<file path="config.mk">
export PLATFORM = sky130hd
export DESIGN_NAME = fp_mul_retire_flat
export DESIGN_NICKNAME = d
export VERILOG_FILES = /design/src/rtl/fp_mul_retire_if.sv /design/src/rtl/fp_mul_retire.sv /design/src/flat_wrapper.sv
export SDC_FILE = /design/constraint.sdc
export NUM_CORES = 1
export LEC_CHECK = 0
export CAP_MARGIN = 20
export CORE_AREA = 2 2 86 88
export CTS_CLUSTER_DIAMETER = 30
export DETAILED_ROUTE_END_ITERATION = 7
export DIE_AREA = 0 0 88 90
export DONT_BUFFER_PORTS = 1
export PLACE_DENSITY = 0.77
export SYNTH_ARGS = -nofsm -noshare
export SYNTH_HDL_FRONTEND = slang
export SYNTH_SLANG_ARGS = --single-unit
</file>
<file path="constraint.sdc">
create_clock -name clk -period 4.3 [get_ports clk]
set_input_delay 0.645 -clock clk [delete_from_list [all_inputs] [get_ports clk]]
set_output_delay 0.645 -clock clk [all_outputs]
set_load 0.05 [all_outputs]
</file>
<file path="src/rtl/fp_mul_retire_if.sv">
// fp_mul_retire_if: issue credit, fp_mul capture, result handshake and sticky flags
// between the issuer/consumer side (master) and the retire stage (slave).
interface fp_mul_retire_if #(
    parameter int DEPTH = 4,
    parameter int CW    = $clog2(DEPTH + 1)
) ();
    logic          issue_valid;
    logic          issue_ready;
    logic [15:0]   mul_product;
    logic          mul_overflow;
    logic          mul_underflow;
    logic          mul_inexact;
    logic          res_valid;
    logic          res_ready;
    logic [15:0]   res_data;
    logic [2:0]    res_flags;
    logic [2:0]    sticky_flags;
    logic          flag_clear;
    logic [CW-1:0] count;

    modport master (
        output issue_valid, mul_product, mul_overflow, mul_underflow, mul_inexact,
               res_ready, flag_clear,
        input  issue_ready, res_valid, res_data, res_flags, sticky_flags, count
    );

    modport slave (
        input  issue_valid, mul_product, mul_overflow, mul_underflow, mul_inexact,
               res_ready, flag_clear,
        output issue_ready, res_valid, res_data, res_flags, sticky_flags, count
    );
endinterface

</file>
<file path="src/rtl/fp_mul_retire.sv">
// fp_mul_retire: captures fp_mul results one cycle after each issue into an in-order
// FIFO, throttles the issuer by credit and accumulates sticky exception flags.
module fp_mul_retire #(
    parameter int DEPTH = 4,
    parameter int CW    = $clog2(DEPTH + 1)
) (
    input logic            clk,
    input logic            rst_n,
    fp_mul_retire_if.slave bus
);
    localparam int AW = $clog2(DEPTH);

    logic          inflight_q, inflight_d;
    logic [AW-1:0] wr_ptr_q, rd_ptr_q;
    logic [CW-1:0] count_q, count_d;
    logic [2:0]    sticky_q, sticky_d;
    logic [18:0]   mem_q [DEPTH];
    logic          wr, pop;
    logic [2:0]    wr_flags;

    always_comb begin
        wr         = inflight_q;
        pop        = bus.res_valid && bus.res_ready;
        wr_flags   = {bus.mul_overflow, bus.mul_underflow, bus.mul_inexact};
        inflight_d = bus.issue_valid && bus.issue_ready;
        count_d    = (wr && !pop) ? count_q + CW'(1) :
                     (pop && !wr) ? count_q - CW'(1) : count_q;
        sticky_d   = (bus.flag_clear ? 3'b000 : sticky_q) | (wr ? wr_flags : 3'b000);
    end

    // Credit counts the in-flight product so a write can never land on a full FIFO.
    assign bus.issue_ready  = ((CW+1)'(count_q) + (CW+1)'(inflight_q)) < (CW+1)'(DEPTH);
    assign bus.res_valid    = count_q != '0;
    assign bus.res_data     = mem_q[rd_ptr_q][18:3];
    assign bus.res_flags    = mem_q[rd_ptr_q][2:0];
    assign bus.sticky_flags = sticky_q;
    assign bus.count        = count_q;

    always_ff @(posedge clk or negedge rst_n) begin
        if (!rst_n) begin
            inflight_q <= 1'b0;
            wr_ptr_q   <= '0;
            rd_ptr_q   <= '0;
            count_q    <= '0;
            sticky_q   <= '0;
            for (int i = 0; i < DEPTH; i++) mem_q[i] <= '0;
        end else begin
            inflight_q <= inflight_d;
            count_q    <= count_d;
            sticky_q   <= sticky_d;
            if (wr) begin
                mem_q[wr_ptr_q] <= {bus.mul_product, wr_flags};
                wr_ptr_q        <= wr_ptr_q + AW'(1);
            end
            if (pop) rd_ptr_q <= rd_ptr_q + AW'(1);
        end
    end
endmodule

</file>
<file path="src/flat_wrapper.sv">
// flat-port wrapper written by rule: the top's interface ports become plain ports
module fp_mul_retire_flat 
#(
    parameter int DEPTH = 4,
    parameter int CW    = $clog2(DEPTH + 1)
)
  (clk, rst_n, bus_issue_valid, bus_mul_product, bus_mul_overflow, bus_mul_underflow, bus_mul_inexact, bus_res_ready, bus_flag_clear, bus_issue_ready, bus_res_valid, bus_res_data, bus_res_flags, bus_sticky_flags, bus_count);
  fp_mul_retire_if #(.DEPTH(DEPTH), .CW(CW)) bus_i ();
  input logic clk;
  input logic rst_n;
  input wire logic [$bits(bus_i.issue_valid)-1:0] bus_issue_valid;
  input wire logic [$bits(bus_i.mul_product)-1:0] bus_mul_product;
  input wire logic [$bits(bus_i.mul_overflow)-1:0] bus_mul_overflow;
  input wire logic [$bits(bus_i.mul_underflow)-1:0] bus_mul_underflow;
  input wire logic [$bits(bus_i.mul_inexact)-1:0] bus_mul_inexact;
  input wire logic [$bits(bus_i.res_ready)-1:0] bus_res_ready;
  input wire logic [$bits(bus_i.flag_clear)-1:0] bus_flag_clear;
  output wire logic [$bits(bus_i.issue_ready)-1:0] bus_issue_ready;
  output wire logic [$bits(bus_i.res_valid)-1:0] bus_res_valid;
  output wire logic [$bits(bus_i.res_data)-1:0] bus_res_data;
  output wire logic [$bits(bus_i.res_flags)-1:0] bus_res_flags;
  output wire logic [$bits(bus_i.sticky_flags)-1:0] bus_sticky_flags;
  output wire logic [$bits(bus_i.count)-1:0] bus_count;
  assign bus_i.issue_valid = bus_issue_valid;
  assign bus_i.mul_product = bus_mul_product;
  assign bus_i.mul_overflow = bus_mul_overflow;
  assign bus_i.mul_underflow = bus_mul_underflow;
  assign bus_i.mul_inexact = bus_mul_inexact;
  assign bus_i.res_ready = bus_res_ready;
  assign bus_i.flag_clear = bus_flag_clear;
  assign bus_issue_ready = bus_i.issue_ready;
  assign bus_res_valid = bus_i.res_valid;
  assign bus_res_data = bus_i.res_data;
  assign bus_res_flags = bus_i.res_flags;
  assign bus_sticky_flags = bus_i.sticky_flags;
  assign bus_count = bus_i.count;
  fp_mul_retire #(.DEPTH(DEPTH), .CW(CW)) u_core (.clk(clk), .rst_n(rst_n), .bus(bus_i));
endmodule
</file>
# After elaboration in Yosys (flattened, before gate mapping)

Index checks and enable logic that the tools add are counted.
W data, S select, Z words.

$add $sub $neg: 5
Order comparisons: 4
Muxes and demuxes: 10
Bitwise operators: 3
Reduce and logical (&&, ||, !) cells: 9

Operator list:

| kind                  | number |
|---|---|
| $bwmux W76            | 1 |
| $mux W19              | 3 |
| $bmux W19 S2          | 1 |
| $demux W19 S2         | 1 |
| $mux W3               | 4 |
| $ge A3 B3 Y1 const B  | 2 |
| $not A2 Y3            | 2 |
| $logic_and A1 B1 Y1   | 5 |
| $add A2 B1 Y2 const B | 2 |
| $add A3 B1 Y4         | 1 |
| $lt A4 B3 Y1 const B  | 1 |
| $add A3 B1 Y3 const B | 1 |
| $lt A3 B1 Y1 const B  | 1 |
| $or A3 B3 Y3          | 1 |
| $reduce_bool A3 Y1    | 1 |
| $sub A3 B1 Y3 const B | 1 |
| $logic_not A1 Y1      | 2 |
| $reduce_bool A2 Y1    | 1 |

Bits in registers: 87
Output and inout port bits: 27

# Depth between registers and ports, before layout

Word-level depth: 6
Mapped depth: 8

# Worst setup path before layout

No wires, ideal clock.

Path type: reg-to-reg
From: register u_core.count_q[1], in the netlist u_core.bus.count[1]
To: register u_core.count_q[2], in the netlist u_core.bus.count[2]
Arrival: 2,441 ps
Required time: 4,218 ps
Path slack: 1,777 ps
Stages on the path, launching flop included: 9
Path buffers: 0
Period minus slack after synthesis: 2,523 ps
Path through: dfrtp_1 > or3_1 > nand2_1 > ha_1 > inv_1 > fa_1 > xor2_1 > nor2_1 > xor2_1

Word-level cells in the longest chain between the ends: 5
Elaborated cells on any way between the ends: 10
Classes of those cells: 2 x add/sub; 2 x mux; 6 x reduce/logical

Ends and longest elaborated chain:

| item                                          | RTL line            | text |
|---|---|---|
| from (decl)                                   | fp_mul_retire.sv:15 | `logic [CW-1:0] count_q, count_d;` |
| from (signal assigned)                        | fp_mul_retire.sv:49 | `count_q <= count_d;` |
| $reduce_bool A3 Y1 *                          | fp_mul_retire.sv:33 | `assign bus.res_valid = count_q != '0;` |
| via bus_res_valid                             | flat_wrapper.sv:19  | `output wire logic [$bits(bus_i.res_valid)-1:0] bus_res_valid;` |
| $logic_and A1 B1 Y1 *                         | fp_mul_retire.sv:23 | `pop = bus.res_valid && bus.res_ready;` |
| $logic_not A1 Y1                              | fp_mul_retire.sv:26 | `count_d = (wr && !pop) ? count_q + CW'(1) :` |
| $logic_and A1 B1 Y1                           | fp_mul_retire.sv:26 |  |
| $mux W3 or $reduce_bool A2 Y1 (tied branches) | n/a                 |  |

The timed path passes the listed nets; every way through them passes the cells marked *. The select of a mux whose other input is x is not followed.
A chain may end at the register's enable or synchronous reset.

# Final worst setup path

From: register u_core.rd_ptr_q[0]
To: output bus_res_flags[0]

Word-level cells in the longest chain between the ends: 4

Ends and longest elaborated chain:

| item                             | RTL line            | text |
|---|---|---|
| from (decl)                      | fp_mul_retire.sv:14 | `logic [AW-1:0] wr_ptr_q, rd_ptr_q;` |
| from (signal assigned)           | fp_mul_retire.sv:55 | `if (pop) rd_ptr_q <= rd_ptr_q + AW'(1);` |
| $not A2 Y3 (not written as such) | fp_mul_retire.sv:35 | `assign bus.res_flags = mem_q[rd_ptr_q][2:0];` |
| $bmux W19 S2                     | fp_mul_retire.sv:35 |  |
| $mux W19 (2 in series)           | n/a                 |  |
| to (decl)                        | flat_wrapper.sv:21  | `output wire logic [$bits(bus_i.res_flags)-1:0] bus_res_flags;` |

Every way passes these cells. The select of a mux whose other input is x is not followed.

==> summary.txt <==
outcome: finished, final reports clean
CTS H-Tree Depth: 3
area fraction of the dominant cell type after synthesis: 54.8%
# DRC: 0
worst slew pin tran: 0.985 ns
routed len/inst: 19.5 microns
IO Count: 51
post-synth net total: 258
final antenna-violating net count: 0
Die Area: 0.00792 sq mm
RSZ-0062 raised after global routing: false
fin. max-slew vios: 0
share of post-route cells with drive strength above 1: 49.2%
Total Nets Final: 263
final setup violating endpoints: 0
post-DP HPWL: 4080 microns
Mean Syn Cell Area: 17.4 sq um
Fin. Hold Viols: 0
Total GRT Usage: 18.7%
crit path DAT: 2.10 ns
CTS Root Cell: clkbuf_8
area leader, netlist: dfrtp_1
sequential fraction of the synthesis area: 54.8%
Crit Path Class: register to output port
crit-path max FO: 14
most instantiated cells after synthesis: 87 x dfrtp_1, 47 x mux2_2, 30 x mux2_4
Fmax achieved: 0.364 GHz
CTS tree: done
TritonCTS buffer count: 9
most common cell in the netlist: dfrtp_1
asr flop ratio synth: 100%
min Tclk post-route: 2.75 ns
CORE AREA: 0.00702 sq mm
setup TNS: 0 ns
Routability Congestion: 0.687
EDFF count, synth: 0
clk buf depth: 2
DRT iter0 DRCs: 77
largest net degree at the start of global routing: 88
Die X: 88 microns
endpoint class of the critical path: output port
worst hold-check path type: input port to async pin
reg2reg setup slack: 1.63 ns
vias in the first global route: 2107
grt total ovfl: 0
CP max stage delay: 0.72 ns
initial antenna violation count: 0
yosys warns: 0
clock skew: 0.00938 ns
synthesized instance count: 228
slew margin rel.: 34.3%
Crit path max-delay family: multiplexers
DR pass1 iterations: 4
Initial Utilization: 56.6%
period utilization: 63.9%
Synth area leaders: dfrtp_1 55%, mux2_2 13%, mux2_4 11%
r2r worst-path depth: 8
Die Span Y: 90 microns
PostCTS Resize Cnt: 0
r2r endpoint: u_core.bus.count[2]
Worst-Skew Late Latency: 0.34 ns
via count: 1892
CP max-delay cell: mux4_2
post-synth cell types: 23
max-capacitance violation count: 0
Startpoint Class: register
Post-CTS Setup Inserts: 0
CP required: 3.65 ns
n_diodes: 0
hold-fix buffers at CTS: 1
routed vias/inst: 5.61
Reg clk slew, reported paths: 0.09 ns
detailed-route wire length: 6560 microns
WP buf/inv: 1
Area Overhead vs Synth: 6.45%
Critical R2R Launch: u_core.bus.count[1]
# rows: 31
Post-synth top flop: dfrtp_1
register bit total from synthesis: 87
port bufs: 0
CP cell instances: buf_4, mux4_2
Mapped Area: 0.00398 sq mm
global-route wire length before repair: 11100 microns
TritonCTS Sinks: 87
==> state kept, by name, summed over array words and instances (netlist names) <==
signal,flops
u_core.wr_ptr_q,2
u_core.bus.count,3
u_core.bus.sticky_flags,3
u_core.rd_ptr_q,2
u_core.mem_q,76
u_core.inflight_q,1
==> cell usage in the layout (no fill, tap or decap), types with 2 or more instances in the layout <==
| cell type | Yosys | layout |
|---|---|---|
| o21ai_0 | 4 | 4 |
| nand2_1 | 5 | 5 |
| dfrtp_1 | 87 | 87 |
| mux4_2 | 19 | 19 |
| clkbuf_1 | 1 | 2 |
| xnor2_1 | 3 | 3 |
| clkbuf_8 | 0 | 9 |
| buf_4 | 2 | 2 |
| inv_1 | 6 | 6 |
| mux2_2 | 47 | 47 |
| ha_1 | 5 | 5 |
| mux2_4 | 30 | 30 |
| xor2_1 | 3 | 3 |
| clkinvlp_4 | 0 | 2 |
| nand2_8 | 3 | 3 |
==> worst reg2reg max path: cells and delay by family, from the launching register on <==
family,cells,cell delay [ns]
DFF,1,0.61
xor gates and xnor gates,2,0.32
and+or+nand+nor,3,1.04
adders and majority gates,2,0.59
buffers and inverters,1,0.06
==> how the worst max path moves through the flow <==
stage | startpoint | end | slack [ns] | cells after the start
finish | u_core.rd_ptr_q[0] | bus_res_flags[0] | 1.55 | 2
CTS | u_core.rd_ptr_q[0] | bus_res_flags[0] | 1.49 | 2
global route | u_core.rd_ptr_q[0] | bus_res_flags[0] | 1.41 | 2
global placement | u_core.bus.count[0] | u_core.bus.count[2] | 1.72 | 8
detailed placement | u_core.bus.count[1] | u_core.bus.count[2] | 1.61 | 8
floorplan | u_core.bus.count[1] | u_core.bus.count[2] | 1.78 | 8
==> routing by layer <==
metal	vias up	GRT usage (%)	routed length [microns]
met4	0	8.08	91
met2	46	28.6	3210
li1	839	-	-
met1	999	24.9	2930
met5	-	0	0
met3	8	5.23	329
==> through the flow <==
stage	std cells	hold slack [ns]	worst slack [ns]	util (%)	area (sq um)
2_1_floorplan	228	0.349	1.78	-	3980
3_3_place_gp	320	0.351	1.72	57.2	4010
3_5_place_dp	320	0.351	1.61	57.2	4010
4_1_cts	337	0.202	1.49	60.3	4230
5_1_grt	337	0.197	1.41	60.3	4230
6_report	337	0.190	1.55	60.3	4230
==> cells by family (layout without fill, tap and decap cells) <==
family                   after synthesis  count (layout)  share of synthesized area (%)
AO/OA/AOI/OAI                          5               5                          0.661
buffers and inverters                 15              25                           3.08
multiplexers                          96              96                           35.4
AND/OR/NAND/NOR                       13              13                           2.68
adder cells (fa/ha/maj)                6               6                           2.08
XOR/XNOR                               6               6                           1.32
flip-flops                            87              87                           54.8
==> area by class of cell <==
class	instances	area, sq um
Clock inverter	5	58.8
Clock buffer	11	131
Inverter	6	22.5
Timing Repair Buffer	3	42.5
Fill cell	523	2790
Sequential cell	87	2180
Tap cell	99	124
Multi-Input combinational cell	126	1680
Power is not shown: default switching activity piles up to over one toggle a cycle in this logic, so the estimate is an artifact.
